`src/rtl/wb_ctrl_pkg.sv`:
```
// Shared widths, source codes and helpers for the writeback controller slice.
package wb_ctrl_pkg;
  localparam int REG_ADDR_W = 5;
  localparam int REG_W      = 32;
  localparam int REG_NUM    = 32;
  localparam int STARVE_W   = 4;

  typedef logic [REG_ADDR_W-1:0] reg_addr_t;
  typedef logic [REG_W-1:0]      reg_t;

  localparam reg_t ZERO_WORD = '0;

  typedef enum logic [1:0] {
    WB_SRC_NONE = 2'd0,
    WB_SRC_ALU  = 2'd1,
    WB_SRC_LSU  = 2'd2,
    WB_SRC_MDU  = 2'd3
  } wb_src_e;

  function automatic logic [REG_NUM-1:0] reg_onehot(input reg_addr_t a);
    reg_onehot    = '0;
    reg_onehot[a] = 1'b1;
  endfunction
endpackage

```
`src/rtl/wb_scoreboard.sv`:
```
// Pending-destination vector for issue hazard checks; set on issue, cleared on LSU/MDU writeback.
module wb_scoreboard
  import wb_ctrl_pkg::*;
(
  input  logic               clk,
  input  logic               rst,
  input  logic               set_i,
  input  reg_addr_t          set_addr_i,
  input  logic               clr_i,
  input  reg_addr_t          clr_addr_i,
  output logic [REG_NUM-1:0] busy_o
);
  logic [REG_NUM-1:0] set_mask;
  logic [REG_NUM-1:0] clr_mask;

  // x0 is never tracked; set is applied after clear so it wins on a collision
  assign set_mask = (set_i && set_addr_i != '0) ? reg_onehot(set_addr_i) : '0;
  assign clr_mask = clr_i ? reg_onehot(clr_addr_i) : '0;

  always_ff @(posedge clk or posedge rst) begin
    if (rst) busy_o <= '0;
    else     busy_o <= (busy_o & ~clr_mask) | set_mask;
  end
endmodule

```
`src/rtl/wb_ctrl.sv`:
```
// Writeback controller: arbitrates ALU/LSU/MDU results onto the single GPR write port.
// Define WB_SCOREBOARD_EN to build the pending-destination scoreboard (busy_o).
module wb_ctrl
  import wb_ctrl_pkg::*;
#(
  parameter int STARVE_MAX = 4
) (
  input  logic               clk,
  input  logic               rst,
  input  logic               alu_valid_i,
  input  reg_addr_t          alu_waddr_i,
  input  reg_t               alu_wdata_i,
  input  logic               lsu_valid_i,
  output logic               lsu_ready_o,
  input  reg_addr_t          lsu_waddr_i,
  input  reg_t               lsu_wdata_i,
  input  logic               mdu_valid_i,
  output logic               mdu_ready_o,
  input  reg_addr_t          mdu_waddr_i,
  input  reg_t               mdu_wdata_i,
  input  logic               sb_set_i,
  input  reg_addr_t          sb_set_addr_i,
  output logic [REG_NUM-1:0] busy_o,
  output logic               wb_we_o,
  output reg_addr_t          wb_waddr_o,
  output reg_t               wb_wdata_o
);
  localparam logic [STARVE_W-1:0] STARVE_LIM = STARVE_W'(STARVE_MAX);

  logic [STARVE_W-1:0] starve_cnt;
  wb_src_e             lm_win;
  wb_src_e             src_win;
  reg_addr_t           win_waddr;
  reg_t                win_wdata;
  logic                win_we;
  logic                we_p1;
  reg_addr_t           waddr_p1;
  reg_t                wdata_p1;

  // Stage 0: pick the winner; LSU/MDU only compete when the ALU is idle
  always_comb begin
    lm_win = WB_SRC_NONE;
    if (starve_cnt == STARVE_LIM) begin
      if (mdu_valid_i)      lm_win = WB_SRC_MDU;
      else if (lsu_valid_i) lm_win = WB_SRC_LSU;
    end else begin
      if (lsu_valid_i)      lm_win = WB_SRC_LSU;
      else if (mdu_valid_i) lm_win = WB_SRC_MDU;
    end
    src_win   = alu_valid_i ? WB_SRC_ALU : lm_win;
    win_waddr = '0;
    win_wdata = ZERO_WORD;
    case (src_win)
      WB_SRC_ALU: begin win_waddr = alu_waddr_i; win_wdata = alu_wdata_i; end
      WB_SRC_LSU: begin win_waddr = lsu_waddr_i; win_wdata = lsu_wdata_i; end
      WB_SRC_MDU: begin win_waddr = mdu_waddr_i; win_wdata = mdu_wdata_i; end
      default:    ;
    endcase
    win_we = (src_win != WB_SRC_NONE) && (win_waddr != '0);
  end

  assign lsu_ready_o = !alu_valid_i && (lm_win == WB_SRC_LSU);
  assign mdu_ready_o = !alu_valid_i && (lm_win == WB_SRC_MDU);

  always_ff @(posedge clk or posedge rst) begin
    if (rst)                                          starve_cnt <= '0;
    else if (!mdu_valid_i || src_win == WB_SRC_MDU)   starve_cnt <= '0;
    else if (starve_cnt != STARVE_LIM)                starve_cnt <= starve_cnt + STARVE_W'(1);
  end

  // Stage 1: registered write port; address/data only move on a real write
  always_ff @(posedge clk or posedge rst) begin
    if (rst) begin
      we_p1    <= 1'b0;
      waddr_p1 <= '0;
      wdata_p1 <= ZERO_WORD;
    end else begin
      we_p1 <= win_we;
      if (win_we) begin
        waddr_p1 <= win_waddr;
        wdata_p1 <= win_wdata;
      end
    end
  end

  assign wb_we_o    = we_p1;
  assign wb_waddr_o = waddr_p1;
  assign wb_wdata_o = wdata_p1;

`ifdef WB_SCOREBOARD_EN
  logic sb_clr_p1;

  always_ff @(posedge clk or posedge rst) begin
    if (rst) sb_clr_p1 <= 1'b0;
    else     sb_clr_p1 <= win_we && (src_win == WB_SRC_LSU || src_win == WB_SRC_MDU);
  end

  wb_scoreboard u_scoreboard (
    .clk        (clk),
    .rst        (rst),
    .set_i      (sb_set_i),
    .set_addr_i (sb_set_addr_i),
    .clr_i      (sb_clr_p1),
    .clr_addr_i (waddr_p1),
    .busy_o     (busy_o)
  );
`else
  logic unused_sb;
  assign unused_sb = sb_set_i ^ (^sb_set_addr_i);
  assign busy_o    = '0;
`endif
endmodule

```
`config.mk`:
```
export PLATFORM = sky130hd
export DESIGN_NAME = wb_ctrl
export DESIGN_NICKNAME = d
export VERILOG_FILES = /design/src/rtl/wb_ctrl_pkg.sv /design/src/rtl/wb_scoreboard.sv /design/src/rtl/wb_ctrl.sv
export SDC_FILE = /design/constraint.sdc
export NUM_CORES = 1
export LEC_CHECK = 0
export ABC_CLOCK_PERIOD_IN_PS = 2300
export BUFFER_PORTS_ARGS = -buffer_cell sky130_fd_sc_hd__buf_2
export CAP_MARGIN = 5
export CORE_MARGIN = 2
export CORE_UTILIZATION = 30
export CTS_BUF_LIST = sky130_fd_sc_hd__clkbuf_8 sky130_fd_sc_hd__clkbuf_16
export DETAILED_ROUTE_END_ITERATION = 10
export GPL_TIMING_DRIVEN = 1
export PLACE_DENSITY = 0.64
export SYNTH_ARGS = -nofsm -noshare
export SYNTH_HDL_FRONTEND = slang
export SYNTH_HIERARCHICAL = 1
export SYNTH_SLANG_ARGS = --single-unit
```
`constraint.sdc`:
```
create_clock -name clk -period 2.3 [get_ports clk]
set_input_delay 0.23 -clock clk [delete_from_list [all_inputs] [get_ports clk]]
set_output_delay 0.23 -clock clk [all_outputs]
set_load 0.05 [all_outputs]
```
==> impl_metrics.json, run 1 <==
{
  "clkPwrFrac_pct": 23.7,
  "drc_errors": 0,
  "drt_wl_total_um": 6700,
  "crit_arrival_ns": 1.92,
  "ys.flop_type": "dfrtp_1",
  "syn-cell-area_um2": 2420,
  "track_usage_pct": 15.0,
  "syn_area_per_cell_um2": 10.6,
  "finalNetCount": 505,
  "yosysSeqAreaShare_pct": 43.4,
  "cap_viol_max_count": 0,
  "hpwl_um": 5210,
  "whs_ns": 0.107,
  "cp_num_cells": 6,
  "synthCells": 229,
  "setup_viol": 0,
  "grt_pass1_wl_um": 10400,
  "fin_worst_skew_ns": 0.00267,
  "io_pins": 194,
  "portBuffers": 155,
  "min_path_type": "input pin to async pin",
  "slew-limit-headroom_pct": 41.5,
  "synth-edff-count": 0,
  "die_h_um": 93.8,
  "tightest_slew_ns": 0.877,
  "synth-seq-cells": 42,
  "ys_warn_count": 6,
  "r2r-end": "wb_wdata_o[4]$_DFFE_PP0P_",
  "antenna_found_initial": 0,
  "final.min_clock_period_ns": 2.15,
  "place_congestion": 0.689,
  "htreeDepth": 2,
  "grt_setup_unrepaired": "no",
  "rr_worst_depth": 8,
  "fin_setup_tns_ns": 0,
  "status": "finished, final reports clean",
  "cts_tree": "yes",
  "peakVddDrop_uv": 242,
  "grt_pass1_vias": 2210,
  "design.core.area_um2": 7770,
  "dr.first_iter.drc_count": 232,
  "die_width_um": 93.8,
  "cts.sinks": 42,
  "yosys.area.top_type": "dfrtp_1",
  "numCtsBuffers": 5,
  "power.switching_mw": 1.01,
  "power_frac_comb_pct": 39.7,
  "nFillCells": 776,
  "dp_slack_ns": 0.169,
  "postPlaceCellArea_um2": 3180,
  "overflow": 0,
  "cts_buffer_depth": 2,
  "switching_share_pct": 41.5,
  "crit_path_cell_trace": "inv_1, ha_1, and3b_2, a21oi_4, buf_4, clkbuf_4",
  "synth_area_leaders": "dfrtp_1 43%, a222oi_1 15%, mux2i_1 13%, buf_4 9.9%, inv_1 6.0%",
  "cp-end-kind": "output pin",
  "r2r_start": "starve_cnt[0]$_DFFE_PP0P_",
  "diodes": 0,
  "dieArea_um2": 8800,
  "slew_viol_final": 0,
  "r2r_setup_slack_ns": 0.20,
  "area_growth_pct": 36.2,
  "fin_ws_ns": 0.148,
  "ant_nets": 0,
  "cts_root_buf": "clkbuf_8",
  "drive_above_1_share_pct": 45.5,
  "final.period_utilization_pct": 93.6,
  "cts_hold_buf": 0,
  "power_per_cell_area_nw_per_um2": 739,
  "start_util_pct": 31.2,
  "rows": 32,
  "drtPass1Iterations": 11,
  "p_int_mw": 1.42,
  "seqPwrFrac_pct": 36.6,
  "postLayoutCellArea_um2": 3300,
  "cp_slowest_cell": "dfrtp_1",
  "cp_top_family": "buffers and inverters",
  "vias": 2366,
  "vias_per_cell": 4.89,
  "yosysMostFrequentCell": "dfrtp_1",
  "clkTransAtPathRegs_ns": 0.08,
  "clk_latency_ns": 0.29,
  "yosys-top-cells-count": "42 x dfrtp_1, 39 x inv_1, 37 x a222oi_1",
  "startpoint_type": "flop",
  "power_leakage_nw": 1.91,
  "cp.required_ns": 2.07,
  "cts_setup_buffers": 0,
  "cp_max_fo": 14,
  "hold_viol_final": 0,
  "async_flop_share_pct": 100,
  "path_buf_inv": 3,
  "grt_max_degree": 43,
  "path_class": "flop to output pin",
  "fmax_ghz": 0.465,
  "synth.top_cell.area_share_pct": 43.4,
  "synth_cell_type_count": 24,
  "wl_per_cell_um": 13.8,
  "max_stage_delay_ns": 0.37
}
[worst max-delay path by stage]
stage	end	from
after CTS	lsu_ready_o	starve_cnt[0]$_DFFE_PP0P_
final	lsu_ready_o	starve_cnt[0]$_DFFE_PP0P_
after global routing	wb_wdata_o[4]$_DFFE_PP0P_	starve_cnt[0]$_DFFE_PP0P_
after detailed placement	wb_wdata_o[14]$_DFFE_PP0P_	starve_cnt[0]$_DFFE_PP0P_
after global placement	wb_wdata_o[19]$_DFFE_PP0P_	starve_cnt[0]$_DFFE_PP0P_
after floorplan	wb_wdata_o[25]$_DFFE_PP0P_	starve_cnt[0]$_DFFE_PP0P_
[repair_timing]
| item | in CTS | in global routing |
|---|---|---|
| endpoints found under the hold margin | 0 | 0 |
| setup endpoints to repair | 0 | 3 |
| resized for setup | 0 | 3 |
[power by group through the flow]
stage	sequential, mW	clock, mW	combinational (mW)
floorplan	1.24	0	0.412
global placement	0.904	0	0.957
detailed placement	0.905	0	0.971
CTS	0.894	0.612	0.972
global route	0.907	0.642	1.03
finish	0.893	0.577	0.967
[layout make-up]
class	count	area, um^2	area share, %
clock buffers	5	68.8	2.09
clock inverters	3	40.0	1.21
inverters	39	146	4.44
multi-input cells	131	1020	31.1
flip-flops and latches	42	1050	31.9
well taps	102	128	3.87
repair buffers	162	837	25.4
[routing by layer]
metal,GRT usage (%),wire [um]
met1,16.9,2550
met4,4.35,96
met2,27.3,3370
met3,4.49,688
met5,0,0
[sequential cells by signal, indices dropped and copies added (netlist names)]
name and count:
starve_cnt 4, wb_waddr_o 5, wb_wdata_o 32, wb_we_o 1
[kinds of logic (layout without fill, tap and decap cells)]
group / Yosys count / after routing / share of synthesized area, %
compound gates: 49 / 49 / 18.4
xor+xnor: 2 / 2 / 0.724
fa+ha+maj: 2 / 2 / 1.03
buf+inv: 87 / 209 / 19.8
flops: 42 / 42 / 43.4
mux: 32 / 32 / 13.2
other cells: 1 / 32 / 0.155
simple gates: 14 / 14 / 3.21
[metrics by stage]
stage	cells	util [%]	power, mW
floorplan	260	-	1.66
global placement	476	40.9	1.86
detailed placement	476	40.9	1.88
CTS	484	42.3	2.48
global route	484	42.4	2.58
finish	484	42.4	2.44
[cell usage in the layout (no fill, tap or decap), types with 2 or more instances in the layout]
master,n
buf_2,153
dfrtp_1,42
inv_1,38
a222oi_1,37
mux2i_1,32
conb_1,32
buf_4,6
clkbuf_8,5
o21ai_1,4
nand2b_1,3
o41ai_1,3
nand2_1,3
a21oi_1,3
a21oi_4,2
nand4_1,2
xnor2_1,2
nor2_1,2
ha_1,2
clkinv_2,2
clkbuf_4,2
Power figures use the tool's default switching activity.
==> inputs of run 2 (changes only) <==
- CORE_UTILIZATION: 30 -> 39
- PLACE_DENSITY: 0.64 -> 0.8
==> impl_metrics.json, run 2 (synthesis gave the netlist of run 1 again) <==
{
  "dr.first_iter.drc_count": 232,
  "top_usage_layer": "met2",
  "vias": 2336,
  "mostFrequentLayoutCells": "155 x buf_2, 42 x dfrtp_1, 38 x inv_1",
  "cp_top_family": "buffers and inverters",
  "area_growth_pct": 34.3,
  "cp-end-kind": "output pin",
  "cts_resized": 0,
  "hpwl_um": 4820,
  "final_common_cell": "buf_2",
  "cts_tree": "yes",
  "power.switching_mw": 1.00,
  "htreeDepth": 2,
  "start_util_pct": 40.6,
  "seqPwrFrac_pct": 36.9,
  "fmax_ghz": 0.460,
  "largest_reg_flops": 32,
  "globalRouteMet2Util_pct": 34.3,
  "diodes": 0,
  "postLayoutCellArea_um2": 3250,
  "vias_per_cell": 5.12,
  "fin_setup_tns_ns": 0,
  "design.core.area_um2": 5960,
  "min_path_type": "input pin to async pin",
  "ant_nets": 0,
  "grt_pass1_wl_um": 9600,
  "portBuffers": 155,
  "die_width_um": 82.8,
  "numCtsBuffers": 5,
  "drt_wl_total_um": 6390,
  "cts_buffer_depth": 2,
  "ff_latch_area_um2": 1050,
  "overflow": 0,
  "final.min_clock_period_ns": 2.17,
  "die_h_um": 82.8,
  "multiInputGateArea_um2": 1020,
  "power_frac_comb_pct": 39.7,
  "antenna_found_initial": 0,
  "drive_above_1_share_pct": 45.4,
  "grtUsageMet1_pct": 19.7,
  "startpoint_type": "flop",
  "status": "finished, final reports clean",
  "tightest_slew_ns": 0.873,
  "crit_arrival_ns": 1.94,
  "clk_latency_ns": 0.29,
  "grt_max_degree": 43,
  "wl_per_cell_um": 14.0,
  "grt_pass1_vias": 2225,
  "cp_slowest_cell": "dfrtp_1",
  "power_per_cell_area_nw_per_um2": 747,
  "final.period_utilization_pct": 94.4,
  "grt_setup_unrepaired": "no",
  "cp_max_fo": 12,
  "drc_errors": 0,
  "rows": 28,
  "hold_viol_final": 0,
  "slew-limit-headroom_pct": 41.7,
  "power_mw": 2.43,
  "fin_worst_skew_ns": 0.00315,
  "nFillCells": 546,
  "cts.sinks": 42,
  "postPlaceCellArea_um2": 3140,
  "max_stage_delay_ns": 0.38,
  "track_usage_pct": 18.3,
  "clkTransAtPathRegs_ns": 0.08,
  "finalNetCount": 504,
  "peakVddDrop_uv": 391,
  "cts_root_buf": "clkbuf_8",
  "cp.required_ns": 2.07,
  "cts_setup_buffers": 0,
  "cap_viol_max_count": 0,
  "power_leakage_nw": 1.90,
  "io_pins": 194,
  "p_int_mw": 1.42,
  "clkPwrFrac_pct": 23.4,
  "grt_util_met3_pct": 4.65,
  "crit_path_cell_trace": "inv_1, ha_1, and3b_2, a21oi_4, buf_4, buf_2",
  "drtPass1Iterations": 7,
  "switching_share_pct": 41.4,
  "path_class": "flop to output pin",
  "path_buf_inv": 3,
  "setup_viol": 0,
  "cts_hold_buf": 0,
  "slew_viol_final": 0,
  "place_congestion": 0.795,
  "dieArea_um2": 6850
}
==> run 2: cell type report <==
class / count / area share [%]
Clock inverter: 3 / 1.23
Inverter: 39 / 4.51
Sequential cell: 42 / 32.3
Multi-Input combinational cell: 131 / 31.5
Clock buffer: 5 / 2.12
Tap cell: 75 / 2.89
Timing Repair Buffer: 161 / 25.4
==> run 2: layer usage <==
| layer | up-vias | share of wire [%] |
|---|---|---|
| li1 | 1082 | - |
| met1 | 1103 | 38 |
| met2 | 145 | 52 |
| met3 | 6 | 9.0 |
| met4 | 0 | 0.84 |
| met5 | - | 0 |
==> run 2: final timing paths <==
path | start | endpoint | slack (ns) | depth (start not counted)
hold / removal | rst | wb_wdata_o[10]$_DFFE_PP0P_ | 0.12 | 2
min in group clk | lsu_waddr_i[2] | wb_waddr_o[2]$_DFFE_PP0P_ | 0.20 | 3
hold reg to reg | wb_wdata_o[30]$_DFFE_PP0P_ | wb_wdata_o[30]$_DFFE_PP0P_ | 0.52 | 2
setup / recovery | starve_cnt[0]$_DFFE_PP0P_ | lsu_ready_o | 0.13 | 6
max in group asynchronous | rst | wb_waddr_o[4]$_DFFE_PP0P_ | 1.63 | 2
setup reg to reg | starve_cnt[0]$_DFFE_PP0P_ | wb_wdata_o[0]$_DFFE_PP0P_ | 0.17 | 8
==> run 2: power groups by stage <==
stage / combinational (mW) / sequential [mW] / clock (mW)
6_report: 0.963 / 0.896 / 0.568
3_5_place_dp: 0.966 / 0.906 / 0
5_1_grt: 1.03 / 0.910 / 0.626
3_3_place_gp: 0.947 / 0.905 / 0
4_1_cts: 0.965 / 0.897 / 0.595
2_1_floorplan: 0.412 / 1.24 / 0
==> run 2: through the flow <==
stage	hold WS, ns	utilization, %	std cells	worst slack, ns
finish	0.117	54.6	456	0.128
global route	0.173	54.6	456	0.0170
CTS	0.154	54.5	456	0.0612
detailed placement	0.476	52.7	448	0.0694
global placement	0.462	52.7	448	0.174
floorplan	0.377	-	260	0.0901
